`src/rtl/sys_ctrl.sv`:
```
// Command sequencer: decodes AA/BB/CC/DD frames from the UART RX byte stream into
// register-file writes/reads and ALU operations, and returns results through the TX FIFO.
`timescale 1ns/1ps
module sys_ctrl #(
   parameter int DATA_WIDTH = 8,
   parameter int ADDR_WIDTH = 4,
   parameter int FUN_WIDTH  = 4
) (
   input  logic                    CLK,
   input  logic                    RST,
   input  logic [DATA_WIDTH-1:0]   RX_P_DATA,
   input  logic                    RX_D_VLD,
   input  logic [DATA_WIDTH-1:0]   RF_RD_DATA,
   input  logic                    RF_RD_DATA_VLD,
   input  logic [2*DATA_WIDTH-1:0] ALU_OUT,
   input  logic                    ALU_OUT_VLD,
   input  logic                    FIFO_FULL,
   output logic [ADDR_WIDTH-1:0]   RF_ADDRESS,
   output logic                    RF_WR_EN,
   output logic                    RF_RD_EN,
   output logic [DATA_WIDTH-1:0]   RF_WR_DATA,
   output logic                    ALU_EN,
   output logic [FUN_WIDTH-1:0]    ALU_FUN,
   output logic                    CLK_EN,
   output logic [DATA_WIDTH-1:0]   TX_P_DATA,
   output logic                    TX_D_VLD
);

   typedef enum logic [3:0] {
      IDLE, WR_ADDR, WR_DATA, RD_ADDR, RD_WAIT, TX_RD,
      OP_A, OP_B, ALU_FN, ALU_WAIT, TX_LO, TX_HI
   } state_t;

   localparam logic [DATA_WIDTH-1:0] CMD_WR     = DATA_WIDTH'(8'hAA);
   localparam logic [DATA_WIDTH-1:0] CMD_RD     = DATA_WIDTH'(8'hBB);
   localparam logic [DATA_WIDTH-1:0] CMD_ALU    = DATA_WIDTH'(8'hCC);
   localparam logic [DATA_WIDTH-1:0] CMD_ALU_NO = DATA_WIDTH'(8'hDD);

   state_t                  state_q, state_d;
   logic [ADDR_WIDTH-1:0]   addr_q, addr_d;
   logic [DATA_WIDTH-1:0]   rd_q, rd_d;
   logic [2*DATA_WIDTH-1:0] res_q, res_d;

   always_ff @(posedge CLK or negedge RST) begin
      if (!RST) begin
         state_q <= IDLE;
         addr_q  <= '0;
         rd_q    <= '0;
         res_q   <= '0;
      end else begin
         state_q <= state_d;
         addr_q  <= addr_d;
         rd_q    <= rd_d;
         res_q   <= res_d;
      end
   end

   // Every output is zero unless the current state explicitly drives it.
   always_comb begin
      state_d    = state_q;
      addr_d     = addr_q;
      rd_d       = rd_q;
      res_d      = res_q;
      RF_ADDRESS = '0;
      RF_WR_EN   = 1'b0;
      RF_RD_EN   = 1'b0;
      RF_WR_DATA = '0;
      ALU_EN     = 1'b0;
      ALU_FUN    = '0;
      CLK_EN     = 1'b0;
      TX_P_DATA  = '0;
      TX_D_VLD   = 1'b0;
      case (state_q)
         IDLE: begin
            if (RX_D_VLD) begin
               case (RX_P_DATA)
                  CMD_WR:     state_d = WR_ADDR;
                  CMD_RD:     state_d = RD_ADDR;
                  CMD_ALU:    state_d = OP_A;
                  CMD_ALU_NO: state_d = ALU_FN;
                  default:    state_d = IDLE;
               endcase
            end
         end
         WR_ADDR: begin
            if (RX_D_VLD) begin
               addr_d  = RX_P_DATA[ADDR_WIDTH-1:0];
               state_d = WR_DATA;
            end
         end
         WR_DATA: begin
            if (RX_D_VLD) begin
               RF_WR_EN   = 1'b1;
               RF_ADDRESS = addr_q;
               RF_WR_DATA = RX_P_DATA;
               state_d    = IDLE;
            end
         end
         RD_ADDR: begin
            if (RX_D_VLD) begin
               RF_RD_EN   = 1'b1;
               RF_ADDRESS = RX_P_DATA[ADDR_WIDTH-1:0];
               state_d    = RD_WAIT;
            end
         end
         RD_WAIT: begin
            if (RF_RD_DATA_VLD) begin
               rd_d    = RF_RD_DATA;
               state_d = TX_RD;
            end
         end
         TX_RD: begin
            if (!FIFO_FULL) begin
               TX_D_VLD  = 1'b1;
               TX_P_DATA = rd_q;
               state_d   = IDLE;
            end
         end
         // Operands land in the two fixed ALU source registers, 0 then 1.
         OP_A: begin
            if (RX_D_VLD) begin
               RF_WR_EN   = 1'b1;
               RF_ADDRESS = '0;
               RF_WR_DATA = RX_P_DATA;
               state_d    = OP_B;
            end
         end
         OP_B: begin
            if (RX_D_VLD) begin
               RF_WR_EN   = 1'b1;
               RF_ADDRESS = ADDR_WIDTH'(1);
               RF_WR_DATA = RX_P_DATA;
               state_d    = ALU_FN;
            end
         end
         ALU_FN: begin
            CLK_EN = 1'b1;
            if (RX_D_VLD) begin
               ALU_EN  = 1'b1;
               ALU_FUN = RX_P_DATA[FUN_WIDTH-1:0];
               state_d = ALU_WAIT;
            end
         end
         ALU_WAIT: begin
            CLK_EN = 1'b1;
            if (ALU_OUT_VLD) begin
               res_d   = ALU_OUT;
               state_d = TX_LO;
            end
         end
         TX_LO: begin
            if (!FIFO_FULL) begin
               TX_D_VLD  = 1'b1;
               TX_P_DATA = res_q[DATA_WIDTH-1:0];
               state_d   = TX_HI;
            end
         end
         TX_HI: begin
            if (!FIFO_FULL) begin
               TX_D_VLD  = 1'b1;
               TX_P_DATA = res_q[2*DATA_WIDTH-1 -: DATA_WIDTH];
               state_d   = IDLE;
            end
         end
         default: state_d = IDLE;
      endcase
   end

endmodule

```
`config.mk`:
```
export PLATFORM = sky130hd
export DESIGN_NAME = sys_ctrl
export DESIGN_NICKNAME = d
export VERILOG_FILES = /design/src/rtl/sys_ctrl.sv
export SDC_FILE = /design/constraint.sdc
export NUM_CORES = 1
export LEC_CHECK = 0
export CORE_ASPECT_RATIO = 1.1
export CORE_MARGIN = 1
export CORE_UTILIZATION = 45
export CTS_CLUSTER_SIZE = 40
export DETAILED_ROUTE_END_ITERATION = 10
export GPL_ROUTABILITY_DRIVEN = 0
export HOLD_SLACK_MARGIN = 0.03
export PLACE_DENSITY = 0.86
export SETUP_SLACK_MARGIN = 0.3
export SLEW_MARGIN = 10
export SYNTH_ARGS = -nofsm -noshare
export SYNTH_HDL_FRONTEND = slang
export SYNTH_SLANG_ARGS = --single-unit
```
`constraint.sdc`:
```
create_clock -name CLK -period 1.7 [get_ports CLK]
set_clock_uncertainty 0.05 [all_clocks]
set_input_delay 0.17 -clock CLK [delete_from_list [all_inputs] [get_ports CLK]]
set_output_delay 0.17 -clock CLK [all_outputs]
set_load 0.005 [all_outputs]
```
# Yosys cells after proc, flatten, opt, wreduce, memory -nomap -nowiden
# Index checks and enable logic that the tools add are counted.
dict set report word_totals {
  in_bits 38
  word_cells 70
  ff_bits 32
  out_inout_bits 29
}
dict set report op_classes {
  reduce_logical 9
  muxes 31
  n_eq_ne 26
}
# operator count
set ops {}
lappend ops {{$mux 4} 14}
lappend ops {{$pmux 4 s11} 1}
lappend ops {{$mux 8} 5}
lappend ops {{$eq 8x8->1 const B} 4}
lappend ops {{$pmux 8 s3} 1}
lappend ops {{$ne 2x2->1 const B} 11}
lappend ops {{$eq 4x3->1 const B} 4}
lappend ops {{$eq 4x4->1 const B} 4}
lappend ops {{$pmux 4 s4} 1}
lappend ops {{$pmux 4 s3} 1}
lappend ops {{$reduce_and 11->1} 1}
lappend ops {{$eq 4x2->1 const B} 2}
lappend ops {{$mux 1} 8}
lappend ops {{$reduce_and 2->1} 3}
lappend ops {{$reduce_or 3->1} 2}
lappend ops {{$eq 4x1->1 const B} 1}
lappend ops {{$logic_not 4->1} 1}
lappend ops {{$reduce_or 2->1} 2}

# Depth between registers and ports, before layout
# Gate-level depths: netlist of the first run.
dict set report logic_depth {
  depth_word 4
  depth_mapped 6
  mapped_depth_nobuf 4
}

# Worst setup path before layout of the first run
# OpenSTA, ideal clock, no wires.
dict set report synth_path {
  path_kind {reg2reg}
  start {reg state_q[2]}
  end {reg state_q[0]}
  t_arrival_ns 1.330
  setup_slack_ns 0.195
  t_required_ns 1.525
  path_buffers 1
  period_less_slack_ns 1.505
  setup_ns 0.125
  stages_incl_launch_ff 6
  path_cell_list {dfrtp_1 > buf_6 > nor4b_1 > o21bai_1 > nand3_2 > mux2_4}
}
dict set report synth_via {
  elab_chain_len 4
  elab_cells_between_ends 26
  cone_classes {eq/ne: 22; mux: 1; reduce/logical: 3}
}
# element line
set synth_rtl {}
lappend synth_rtl {{start: declaration} 39} ;# state_t state_q, state_d;
lappend synth_rtl {{start signal: assignment} 51} ;# state_q <= state_d;
lappend synth_rtl {{$eq 4x4->1 or $eq 4x3->1 (tied branches)} 73} ;# case (state_q)
lappend synth_rtl {{$reduce_or 2->1 (no source line)} --}
lappend synth_rtl {{$ne 2x2->1 (no source line)} --}
lappend synth_rtl {{$reduce_and 11->1 (no source line)} --}
# Parallel ways exist; a longest one is shown, timed or not.
# A chain may end at the register's enable or synchronous reset.

# Final worst setup path of the first run
dict set report layout_path {
  start {reg state_q[1]}
  end {out TX_P_DATA[3]}
}
dict set report layout_via {
  elab_chain_len 2
  elab_cells_between_ends 4
  cone_classes {eq/ne: 3; mux: 1}
}
# element line
set layout_rtl {}
lappend layout_rtl {{$eq 4x4->1 or $eq 4x3->1 (tied branches)} 73}
lappend layout_rtl {{$pmux 8 s3 (*)} 73}
lappend layout_rtl {{end: declaration} 25} ;# output logic [DATA_WIDTH-1:0] TX_P_DATA,
# Mark *: on every way between the ends. The rest lies on a longest branch, timed or not.

==> metrics list, run 1 <==
* Run status: finished with violations
- Violations in the final reports: setup timing
- Based on the critical path, the design can be clocked at up to 0.4717 GHz.
- From left edge to right edge, the die measures 64.88 um.
* Ant diodes: 0
* Total of warnings raised by yosys: 0
- In this run, CTS created clock tree buffers numbering 5.
- The count of final max-slew check failures was 0.
- Power density normalized to cell area: 1267 nW/um2
- Final worst path period need: 2.120 ns
* Number of nets with antenna violations after routing: 0
* Insertion delay of the later-clocked pin in the worst-skew pair: 0.29 ns
- The initial antenna violation count came to 0.
* Net count after synthesis: 219
* Seq cells post-synth: 32
- In this run the number of H-tree levels came out at 2.
- Top-area cell type share of the netlist area: 0.4092
* Hold violation total from the final report: 0
- Sorting the synthesized cells by how often they occur yields dfrtp_1 (32), mux2_2 (26), nand2_1 (15).
* Share of async-settable or async-resettable flops after synthesis: 1.000
- Data arrives at the worst endpoint at 1.90 ns.
* Critical-path maximum fanout: 8
- The clock drives 32 sinks.
* Share of synthesized area occupied by flip-flops and latches: 0.4092
* Net count, final: 342
- In this run the deepest clock path goes through 2 buffers.
* Buffer cell driving the clock tree root: clkbuf_8
- Final setup viols: 57
* Dominant cells by area after synthesis: dfrtp_1 (41%), mux2_2 (15%), and2_1 (3.8%), nand3b_1 (3.8%), a21oi_1 (3.6%)
- Wires add up to 8175 um.
- Clock transition at the registers of the reported paths: 0.07 ns
* IO Port Bufs: 66
- Die extent in y: 71.17 um
* Mean Syn Cell Area: 10.81 um2
* Wire length of the first global-routing pass: 11060 um
- Maximum vdd ir drop: 855.0 uV
- Number of iterations in the first detailed-routing pass: 5
* Post-synthesis cell count: 181
- Once layout is complete, the cells apart from fillers number 357.
- Number of enable-type register cells in the synthesized netlist: 0
- TritonCTS built the clock tree.
* Placed cell count: 317
- The worst setup path is launched from a flop.
* CP Class: reg2out
- In the final layout, the share of cells above drive strength 1 is 0.5672.
- Setup slack, reg-to-reg: -0.27 ns
* Row cnt: 24
- Once routing completed, OpenROAD measured the worst setup slack at -0.4200 ns.
* Cell leakage power: 1.627 nW
- Measured against its own limit, the worst slew margin works out to 0.7296.
- After detailed routing, the number of remaining DRC violations is 0.
* Hold slack final: 0.2361 ns
* Leftover overflow at the end of global routing: 0
* R2R depth: 8
- In this run, the number of DRC markers left after iteration 0 of detailed routing was 175.
- By instance count, the leading cell after synthesis is dfrtp_1.
* Drt wl/cell: 22.90 um
- In this run, distinct cell masters in the synthesized netlist total 44.
- Number of max-capacitance violations reported: 0
* Post-synth top flop: dfrtp_1
* Mapped cell area: 1957 um2
* Average via count per standard cell: 6.062
* Hold buffer count at cts: 0
* Maximum number of pins on one net before global-route repair: 33
- The core region is 4054 um2.
- Crit path required time: 1.48 ns
* Number of primary I/O pins: 67
- Post-route fraction of the period consumed by the critical path: 1.247
- Setup repair after global routing could not meet its margin everywhere.
* Starting density of the core: 0.4827
- For this run, the share of the core covered by cells in the final layout is 0.8608.
- Startpoint of the most critical register-to-register path: state_q[2]
- Die area: 4617 um2
* Layout Area Growth over Synthesis: 78.32%
- Actual transition at the worst max-transition pin: 0.4057 ns
* Worst setup EP type: primary output
- Worst reg2reg endpoint: state_q[0]
- Detailed Place HPWL: 3915 um
* Overall routing resource usage: 0.3214
- Vias in the first global route: 2141
- Cell type with the largest total area after synthesis: dfrtp_1
- Type of the worst min-delay path: in2async
- The routed layout has 2164 vias.
routing by layer:
| layer | global-route usage | wire length [um] | part of all wire | up-vias |
|---|---|---|---|---|
| met5 | 0 | 0 | 0 | - |
| met3 | 0.08065 | 618 | 0.076 | 27 |
| met1 | 0.3934 | 3349 | 0.41 | 1091 |
| met4 | 0.1506 | 285 | 0.035 | 0 |
| met2 | 0.5255 | 3921 | 0.48 | 139 |
| li1 | - | - | - | 907 |
cell usage in the layout (no fill, tap or decap), types with 2 or more instances in the layout:
| master | n |
|---|---|
| buf_6 | 32 |
| mux2_2 | 3 |
| nor2_4 | 2 |
| a21oi_2 | 10 |
| buf_2 | 21 |
| clkdlybuf4s50_1 | 37 |
| nand3_4 | 6 |
| and2_4 | 5 |
| a21oi_1 | 4 |
| a21oi_4 | 2 |
| nand3b_1 | 10 |
| dfrtp_1 | 31 |
| mux2i_1 | 3 |
| a22o_1 | 8 |
| nand2_1 | 14 |
| clkbuf_8 | 5 |
| nor2_1 | 6 |
| nor2_2 | 3 |
| nand4bb_1 | 2 |
| buf_4 | 31 |
| and2_1 | 7 |
| mux2_4 | 26 |
timing repair:
action | in CTS | in global routing
endpoints found under the setup margin | 61 | 61
setup buffers | 18 | 12
cloned | 2 | 0
pin swaps | 36 | 12
gates resized for setup | 186 | 38
cell families (layout without fill, tap and decap cells):
family                 Yosys count  in the layout  synth area share
buffers and inverters           12            134           0.04731
muxes                           32             32            0.1841
AOI/OAI and AO/OA               35             36            0.1317
and+or+nand+nor                 70             71            0.2276
DFF                             32             32            0.4092
how the worst max path moves through the flow:
stage	start	end	slack [ns]	depth (start not counted)
global route	state_q[1]	TX_P_DATA[3]	-0.52	7
detailed placement	state_q[3]	RF_WR_DATA[1]	-0.26	5
global placement	RX_D_VLD	RF_WR_DATA[2]	-0.23	5
finish	state_q[1]	TX_P_DATA[3]	-0.42	7
floorplan	state_q[2]	state_q[0]	0.22	5
CTS	state_q[3]	RF_WR_DATA[0]	-0.24	6
where the power goes:
group	internal [mW]	switching [mW]	total (mW)
sequential	1.03	0.207	1.24
clock	0.435	0.294	0.728
combinational	1.36	1.10	2.45
through the flow:
stage	setup TNS, ns	cell area, um2	setup WS [ns]	power, mW
after CTS	-4.831	3253	-0.2379	3.973
after floorplan	0	1964	0.2195	2.130
after global routing	-11.44	3490	-0.5172	4.596
after detailed placement	-5.509	2824	-0.2641	2.752
final	-9.193	3490	-0.4200	4.423
after global placement	-4.502	2824	-0.2258	2.700
sequential cells by signal, indices dropped and copies added, names as in the netlist:
register,count
rd_q,8
state_q,4
addr_q,4
res_q,16
layout make-up:
cell class	count	area [um2]
flip-flops and latches	32	802.0
clock inverters	2	35.03
multi-input cells	139	1401
repair buffers	123	1100
fillers	179	564.3
inverters	3	13.76
clock buffers	6	72.57
well taps	52	65.06
worst max-delay path, cell delays in order (launching register included):
cell and delay (ns):
dfrtp_1 0.43, buf_4 0.17, nor3b_4 0.25, buf_6 0.18
a22o_1 0.14, nand2_1 0.09, a21oi_2 0.19, buf_2 0.15
(Power assumes the default switching activity.)
==> run 2: changes to the inputs <==
--- a/config.mk
+++ b/config.mk
@@ -7,9 +7,10 @@
 export LEC_CHECK = 0
 export CORE_ASPECT_RATIO = 1.1
 export CORE_MARGIN = 1
-export CORE_UTILIZATION = 45
+export CORE_UTILIZATION = 63
 export CTS_CLUSTER_SIZE = 40
 export DETAILED_ROUTE_END_ITERATION = 10
+export DONT_BUFFER_PORTS = 1
 export GPL_ROUTABILITY_DRIVEN = 0
 export HOLD_SLACK_MARGIN = 0.03
 export PLACE_DENSITY = 0.86
==> run 2 against run 1 <==
The run now fails in global routing (5_1_grt). Synthesized cell count stayed put. Area after synthesis is the same.
==> metrics list, run 2 <==
- The run stopped with a tool error.
* Stage reached: global routing (5_1_grt)
- The tool reported: "[ERROR GRT-0232] Routing congestion too high. Check the congestion heatmap in the GUI".
- Overall routing resource usage: 0.7889
* Buffer cell driving the clock tree root: clkbuf_4
- The starting utilization of the core area came to 0.6860 (+0.2032).
- Mean Syn Cell Area: 10.81 um2 (unchanged)
- After global-route timing repair, the worst endpoint was RF_WR_DATA[1].
- Most common cell in the netlist: dfrtp_1
* Dominant combinational cell family by area after synthesis: simple AND/OR/NAND/NOR gates
- Pin type at the end of the worst path: output port
* Fraction of synthesized cell area in xor and xnor cells: 0 (unchanged)
- The total I/O pin count is 67 (unchanged).
* Die X: 55.14 um (-15%)
- CTS Sinks: 32 (unchanged)
* Maximum number of pins on one net before global-route repair: 33
* Post-synthesis cell count: 181 (unchanged)
- Simple-gate portion of the synthesized area: 0.2276 (unchanged)
- By count the netlist is led by dfrtp_1 (32), mux2_2 (26), nand2_1 (15).
- The fraction of the mapped netlist area in compound gates is 0.1317 (unchanged).
- Net count after synthesis: 219 (unchanged)
- The flop and latch count out of synthesis was 32 (unchanged).
* Number of enable-type register cells in the synthesized netlist: 0 (unchanged)
- The share of synthesized cell area in full adder, half adder and majority cells is 0 (unchanged).
* Cell type with the largest total area after synthesis: dfrtp_1
* Die extent in y: 60.46 um (-15%)
- For this run the aggregate overflow at the end of global routing stands at 85.
- Share of async-settable or async-resettable flops after synthesis: 1.000 (unchanged)
- The post-synthesis cell area is 1957 um2 (unchanged).
- Dominant cells by area after synthesis: dfrtp_1 (41%), mux2_2 (15%), and2_1 (3.8%), nand3b_1 (3.8%), a21oi_1 (3.6%)
* Maximum clock path buffer count: 2 (unchanged)
* Post-synth top flop: dfrtp_1
- The count of unique library cells instantiated by Yosys is 44 (unchanged).
- The share of the synthesized area in the top cell type came to 0.4092 (unchanged).
- H-tree Lvls: 2 (unchanged)
* Row cnt: 20 (-17%)
- The multiplexer area fraction after synthesis came to 0.1841 (unchanged).
- Placed inst area: 2007 um2 (-29%)
- The total placed cells including tap cells was 216 (-32%).
* Detailed Place HPWL: 3304 um (-16%)
- The count of input and output buffers was 0 (-100%).
- Total of warnings raised by yosys: 0 (unchanged)
- The sequential fraction of the synthesis area is 0.4092 (unchanged).
* CTS Buf Count: 5 (unchanged)
[run 2: through the flow]
stage	setup WS [ns]	hold slack, ns
detailed placement	0.009693	-0.1752
CTS	-0.1514	0.03474
floorplan	0.2195	-0.1756
global placement	0.03565	-0.1750
[run 2: per-layer routing]
layer | overflow | track usage
met4 | 45 | 0.9536
met5 | 1 | 0.08333
met3 | 0 | 0.5915
met1 | 0 | 0.7504
met2 | 39 | 0.9587
[run 2: repair_timing]
action                                  CTS
hold buffers                             30
endpoints found under the setup margin   61
cloned                                    1
endpoints found under the hold margin    60
pin swaps                                15
resized for setup                        47
buffers inserted                         15
[run 2: logic make-up after synthesis]
| group | Yosys count |
|---|---|
| buffers and inverters | 12 |
| muxes | 32 |
| AOI/OAI and AO/OA | 35 |
| and+or+nand+nor | 70 |
| DFF | 32 |
==> run 3: changes to the inputs <==
==> config.mk (replaced) <==
export PLATFORM = sky130hd
export DESIGN_NAME = sys_ctrl
export DESIGN_NICKNAME = d
export VERILOG_FILES = /design/src/rtl/sys_ctrl.sv
export SDC_FILE = /design/constraint.sdc
export NUM_CORES = 1
export LEC_CHECK = 0
export CORE_MARGIN = 1
export CORE_UTILIZATION = 40
export DETAILED_ROUTE_END_ITERATION = 10
export DONT_BUFFER_PORTS = 1
export GPL_ROUTABILITY_DRIVEN = 0
export PLACE_DENSITY_LB_ADDON = 0.15
export SLEW_MARGIN = 10
export SYNTH_ARGS = -nofsm -noshare
export SYNTH_HDL_FRONTEND = slang
export SYNTH_SLANG_ARGS = --single-unit
==> run 3 against run 2 <==
The flow now finishes, with violations (setup timing).
==> metrics list, run 3 (synthesis gave the netlist of run 1 again) <==
- The flow ran to the end, but the final reports show violations.
- The total number of clock tree sinks was 32 (unchanged).
* H-tree Lvls: 2 (unchanged)
- Bufs and invs on worst path: 1
* Count of final max-slew check failures: 0
* Floorplan core area: 4723 um2
- Row cnt: 25 (+25%)
- The TritonCTS buffer count is 5 (unchanged).
* Maximum number of pins on one net before global-route repair: 33
* Initial antenna violation count: 0
- IO Port Bufs: 0 (unchanged)
* Maximum vdd ir drop: 867.6 uV
- Startpoint of the most critical register-to-register path: state_q[2]
- The total I/O pin count was 67 (unchanged).
- Crit path capture: RF_WR_DATA[5]
- Most used cells in the layout excluding fill and tap cells: dlygate4sd3_1 (29), dfrtp_1 (28), mux2_2 (26)
- For this design the ratio of total power to cell area is 1311 nW/um2.
- Minimum setup slack after placement: 0.005515 ns (-0.004179 ns)
- For this run, the post-layout net count is 274.
- TritonCTS built the clock tree.
- Slowest cell on the critical path: dfrtp_2
- Worst max-slew margin expressed relative to the limit: 0.7913
- CTS placed an instance of clkbuf_8 at the clock tree root.
- Among cell families on the critical path, the largest total delay comes from simple AND/OR/NAND/NOR gates.
* Crit path required time: 1.48 ns
* Number of nets with antenna violations after routing: 0
* Launching element type of the critical path: flop
* Actual transition at the worst max-transition pin: 0.3043 ns
- After detailed routing, the average wire length per cell comes to 16.99 um.
* Ant diodes: 0
- Average via count per standard cell: 5.372
- Hold violation total from the final report: 0
- Measured on the finished design, the core utilization comes to 0.5981.
- Vias in the first global route: 1691
- The detailed-placement wirelength estimate came to 3403 um (+3.0%).
- Across all layers, the routed design uses 1633 vias.
* Die area: 5176 um2
- Setup violations remaining at the end of the flow were counted as 20.
* Most common library cell in the layout ignoring fill and taps: dlygate4sd3_1
- Final worst path period need: 1.814 ns
- Maximum clock path buffer count: 2 (unchanged)
- Across the run, the number of max-cap violations was 0.
* Registers with the most flip-flops: res_q x16, rd_q x8
- The final layout contains routed wiring with a total length of 5164 um.
- Setup repair after global routing could not meet its margin everywhere.
- Peak Freq: 0.5512 GHz
- Clock transition at the registers of the reported paths: 0.06 ns
- Share of layout cells above drive strength 1: 0.4557
* Worst reg2reg endpoint: state_q[0]
- For the worst setup path, the data arrival time is 1.59 ns.
- Dividing the final minimum period by the clock period gives 1.067.
- Detailed routing placed a total of 267 um of wire on met3.
- Number of iterations in the first detailed-routing pass: 4
- The die width was 71.95 um (+30%).
- For the worst-skew pair, the clock arrives at the later sink with an insertion delay of 0.28 ns.
* Max FFs per register: 16
- Cell leakage power: 1.173 nW
- Ranked by flip-flop count, first place goes to res_q.
- Tracing the worst setup path back leads to its startpoint at state_q[3].
- The y dimension of the die came to 71.95 um (+19%).
- The first global-routing pass estimated 8142 um of wire.
- Measured in cells, the most critical reg-to-reg path has a length of 5.
- Initial drt markers: 55
- Top layer in use: met4
* Maximum cell stage delay along the critical path: 0.45 ns
- The detailed router put a total of 2170 um of wire on met1.
- The worst hold path belongs to the class in2reg.
- Setup slack on the critical path of the routed design comes to -0.1143 ns.
- In the global route stage, overall resource usage came out at 0.2058.
- Summed over all layers, the global routing overflow is 0.
* Drc violations: 0
- Summed over all nets, wire length on met2 after detailed routing comes to 2645 um.
- The starting utilization of the core area is 0.4143 (-0.2717).
- Violations in the final reports: setup timing
* CP Class: reg2out
- The critical path runs through a total of 4 cells.
- Setup slack on the worst reg-to-reg path comes out at 0.06 ns.
* Series of cell instances along the critical path: buf_6 -> nand3b_1 -> a21oi_4 -> and2_4
* Critical-path maximum fanout: 6
- From synthesis to final layout, the design area changed by 44.37%.
- Worst setup EP type: primary output
[run 3: worst min-delay path by stage]
stage               cells after the start      start          to
floorplan                               0        RST   addr_q[0]
global placement                        0        RST    res_q[6]
detailed placement                      0        RST   addr_q[1]
CTS                                     3   RX_D_VLD  state_q[1]
global route                            3  FIFO_FULL  state_q[1]
finish                                  3  FIFO_FULL  state_q[1]
[run 3: area by class of cell]
class | count | area, um2
clock buffers | 7 | 96.34
clock inverters | 1 | 30.03
fillers | 388 | 1898
inverters | 3 | 11.26
multi-input cells | 139 | 1264
flip-flops and latches | 32 | 805.8
well taps | 67 | 83.83
repair buffers | 55 | 534.3
[run 3: through the flow]
step	setup TNS, ns	cells	cell area, um2	hold WS [ns]	total power [mW]
global route	-2.879	304	2825	0.07961	3.923
CTS	-1.283	303	2718	0.09835	3.551
detailed placement	0	251	2049	-0.1746	2.401
finish	-1.508	304	2825	0.08842	3.705
global placement	0	251	2049	-0.1748	2.357
floorplan	0	181	1957	-0.1756	2.129
[run 3: repair_timing]
action / 4_1_cts / 5_1_grt
gates cloned: 2 / 0
buffers inserted: 12 / 2
pin swaps: 13 / 13
hold endpoints to repair: 60 / 0
setup endpoints to repair: 27 / 42
resized for setup: 27 / 22
hold buffers: 30 / 0
[run 3: worst reg2reg max path: stages, from the launching register on]
cell	delay (ns)
dfrtp_2	0.44
buf_4	0.16
nor4bb_2	0.31
o21bai_2	0.14
nand3_4	0.13
mux2_4	0.30
[run 3: power by group]
group / internal [mW] / total [mW] / switching, mW
Sequential: 1.04 / 1.26 / 0.219
Combinational: 0.905 / 1.65 / 0.749
Clock: 0.517 / 0.794 / 0.277
Total: 2.46 / 3.70 / 1.24
[run 3: per-layer routing]
metal,vias up,GRT usage
li1,768,-
met3,10,0.05139
met5,-,0
met1,788,0.2477
met4,0,0.07625
met2,67,0.3574
==> run 4: changes to the inputs <==
--- a/config.mk
+++ b/config.mk
@@ -10,6 +10,7 @@
 export DETAILED_ROUTE_END_ITERATION = 10
 export DONT_BUFFER_PORTS = 1
 export GPL_ROUTABILITY_DRIVEN = 0
+export HOLD_SLACK_MARGIN = 0.03
 export PLACE_DENSITY_LB_ADDON = 0.15
 export SLEW_MARGIN = 10
 export SYNTH_ARGS = -nofsm -noshare
==> constraint.sdc (replaced) <==
create_clock -name CLK -period 2 [get_ports CLK]
set_clock_uncertainty 0.05 [all_clocks]
set_input_delay 0.2 -clock CLK [delete_from_list [all_inputs] [get_ports CLK]]
set_output_delay 0.2 -clock CLK [all_outputs]
set_load 0.005 [all_outputs]
==> run 4 against run 3 <==
The flow now finishes without violations. Critical path type unchanged. Worst hold slack better by 0.047 ns. Critical endpoint is now TX_P_DATA[4]. Worst setup slack gained 0.22 ns. Critical path depth rose by 1. Utilization fell by 8.3 points.
==> metrics list, run 4 (synthesis gave the netlist of run 1 again) <==
* Run status: completed
- Hold violation total from the final report: 0 (unchanged)
- In this run the most critical hold path is launched from RX_D_VLD.
- Initial drt markers: 38 (-31%)
- Actual transition at the worst max-transition pin: 0.4049 ns (+0.1006 ns)
- The count of nets left with antenna violations after detail routing is 0 (unchanged).
* Number of primary I/O pins: 67 (unchanged)
- Placed inst area: 2004 um2 (-2.2%)
- Starting density of the core: 0.4143 (unchanged)
* Net count, final: 255 (-6.9%)
- Counting I/O delays and the setup requirement, the final critical path takes 1.893 ns.
* Number of max-capacitance violations reported: 0 (unchanged)
- Based on the critical path, the design can be clocked at up to 0.5283 GHz.
- Core Util, Final: 0.5152 (-0.08291)
- The via count of the first global-routing pass came to 1521 (-10%).
- Overall routing resource usage: 0.1833 (-0.02247)
* Part of the total power dissipated in sequential elements: 0.419 (+0.080)
- Total power: 2.560 mW (-31%)
- Launching element type of the critical path: flop
* Clock transition at the registers of the reported paths: 0.07 ns (about the same)
- Most used cells in the layout excluding fill and tap cells: dfrtp_1 (30), dlygate4sd3_1 (29), mux2_2 (26)
* Post-route fraction of the period consumed by the critical path: 0.9465
- The most critical setup path has its startpoint at state_q[2].
* Maximum clock path buffer count: 2 (unchanged)
* Layout Area Growth over Synthesis: 24.36%
- Buffer cell driving the clock tree root: clkbuf_8
- Count of final max-slew check failures: 0 (unchanged)
- Floorplan core area: 4723 um2 (unchanged)
- Die X: 71.95 um (unchanged)
- The total global routing overflow was 0 (unchanged).
- The power density relative to cell area was 1052 nW/um2 (-20%).
- Minimum setup slack after placement: 0.2123 ns (+0.2068 ns)
- The initial antenna violation count is 0 (unchanged).
- Registers with the most flip-flops: res_q x16, rd_q x8
- Combinational cell fraction of total power: 0.381 (-0.066)
* Non-filler instance count after layout: 285 (-6.3%)
- Share of total power in the clock network: 0.201 (-0.013)
- Final setup viols: 0 (-100%)
* Worst setup EP type: primary output
* Ant diodes: 0 (unchanged)
- The total number of clock tree sinks is 32 (unchanged).
- Critical path arrival: 1.64 ns (+0.05 ns)
* Maximum vdd ir drop: 572.1 uV (-34%)
- The library cell used most frequently in the layout, excluding fill and tap cells, is dfrtp_1.
* Unrepaired setup endpoints after global routing: false
* Wire length of the first global-routing pass: 7293 um (-10%)
* Die extent in y: 71.95 um (unchanged)
* IO Port Bufs: 0 (unchanged)
- Net switching fraction of the power: 0.3411 (+0.005372)
- Row cnt: 25 (unchanged)
- The largest individual stage delay along the critical path comes from the cell dfrtp_2.
* Startpoint of the most critical register-to-register path: state_q[0]
* Crit path required time: 1.75 ns (+0.27 ns)
* TritonCTS clock tree: built
* Net switching power: 0.8733 mW (-30%)
- CTS Buf Count: 5 (unchanged)
* # fillers: 418 (+7.7%)
* Cell leakage power: 1.029 nW (-12%)
* Series of cell instances along the critical path: and3b_1 -> buf_4 -> a22o_1 -> nand2_1 -> a21oi_1
- Kind of cell adding the most delay to the critical path: flip-flops
* Die area: 5176 um2 (unchanged)
- Design Area, Final: 2434 um2 (-14%)
* Worst max-slew margin expressed relative to the limit: 0.7301 (-0.06128)
- The detail-routed via count per cell was 5.333 (-0.71%).
- H-tree Lvls: 2 (unchanged)
- Maximum number of pins on one net before global-route repair: 33 (unchanged)
* Drt wl/cell: 15.60 um (-8.1%)
- The flip-flop count of the largest register after layout was 16 (unchanged).
- Bufs and invs on worst path: 1 (unchanged)
- The first-pass detailed-route iteration total came to 4 (unchanged).
- Wire length reported by the detailed router: 4447 um (-14%)
- Critical-path maximum fanout: 13 (+7)
- Final TNS setup: 0 ns (+1.508 ns)
- Setup WS post-layout: 0.1070 ns (+0.2213 ns)
- The min-delay analysis places its worst path in the category in2reg.
* Cell-internal power: 1.687 mW (-31%)
* Detailed Place HPWL: 3148 um (-7.5%)
* CP Class: reg2out
* Drc violations: 0 (unchanged)
- The tightest hold margin came to 0.1356 ns (+0.04713 ns).
- The fraction of final layout cells sized beyond drive strength 1 came to 0.2706 (-0.1851).
- Biggest register: res_q
* Insertion delay of the later-clocked pin in the worst-skew pair: 0.27 ns (about the same)
- Vias after detailed routing: 1520 (-6.9%)
* Maximum cell stage delay along the critical path: 0.50 ns (+0.05 ns)
- Placed cell count: 245 (-2.4%)
-- run 4: changes by cell type in the layout (fill, tap and decap cells not counted), moves of 3 or more --
cell / previous run / this run
buf_4: 20 / 8
a21oi_1: 4 / 14
a21oi_2: 10 / 1
nor2_1: 6 / 10
nor2_4: 4 / 0
buf_6: 3 / 0
-- run 4: path summary, 6_finish.rpt --
path,to,cells past startpoint,slack [ns]
setup reg to reg,state_q[0],4,0.29
max in group asynchronous,state_q[3],2,1.40
setup / recovery,TX_P_DATA[4],5,0.11
min in group asynchronous,res_q[3],2,0.31
hold reg to reg,res_q[15],1,0.45
hold / removal,state_q[1],3,0.14
-- run 4: worst reg2reg max path, stage by stage (launching register included) --
cell      delay [ns]
dfrtp_1         0.53
nor4b_1         0.39
o21bai_1        0.18
nand3_2         0.15
mux2_4          0.31
-- run 4: area by class of cell --
class	instances	area, um2	area share
sequential	32	803.3	0.3301
inverter	3	11.26	0.004627
clock buffer	7	86.33	0.03548
multi-input combinational	137	1071	0.4401
timing repair buffer	38	370.4	0.1522
tap	67	83.83	0.03445
clock inverter	1	7.507	0.003085
-- run 4: repair_timing --
action,4_1_cts,5_1_grt
setup endpoints to repair,7,9
buffers inserted,2,0
hold buffers,30,0
gates resized for setup,1,2
hold endpoints to repair,60,0
-- run 4: layer usage --
layer  global-route usage  share of wire  vias up
met5                    0              0        -
met4              0.04575         0.0088        0
met3              0.06250          0.071        4
met2               0.3061           0.48       68
met1               0.2297           0.44      722
li1                     -              -      726
-- run 4: power groups by stage --
stage	Combinational (mW)	Clock, mW	Sequential [mW]
after CTS	0.972	0.526	1.06
after global placement	0.861	0	1.07
after detailed placement	0.878	0	1.08
final	0.975	0.514	1.07
after floorplan	0.826	0	0.984
after global routing	1.07	0.556	1.11
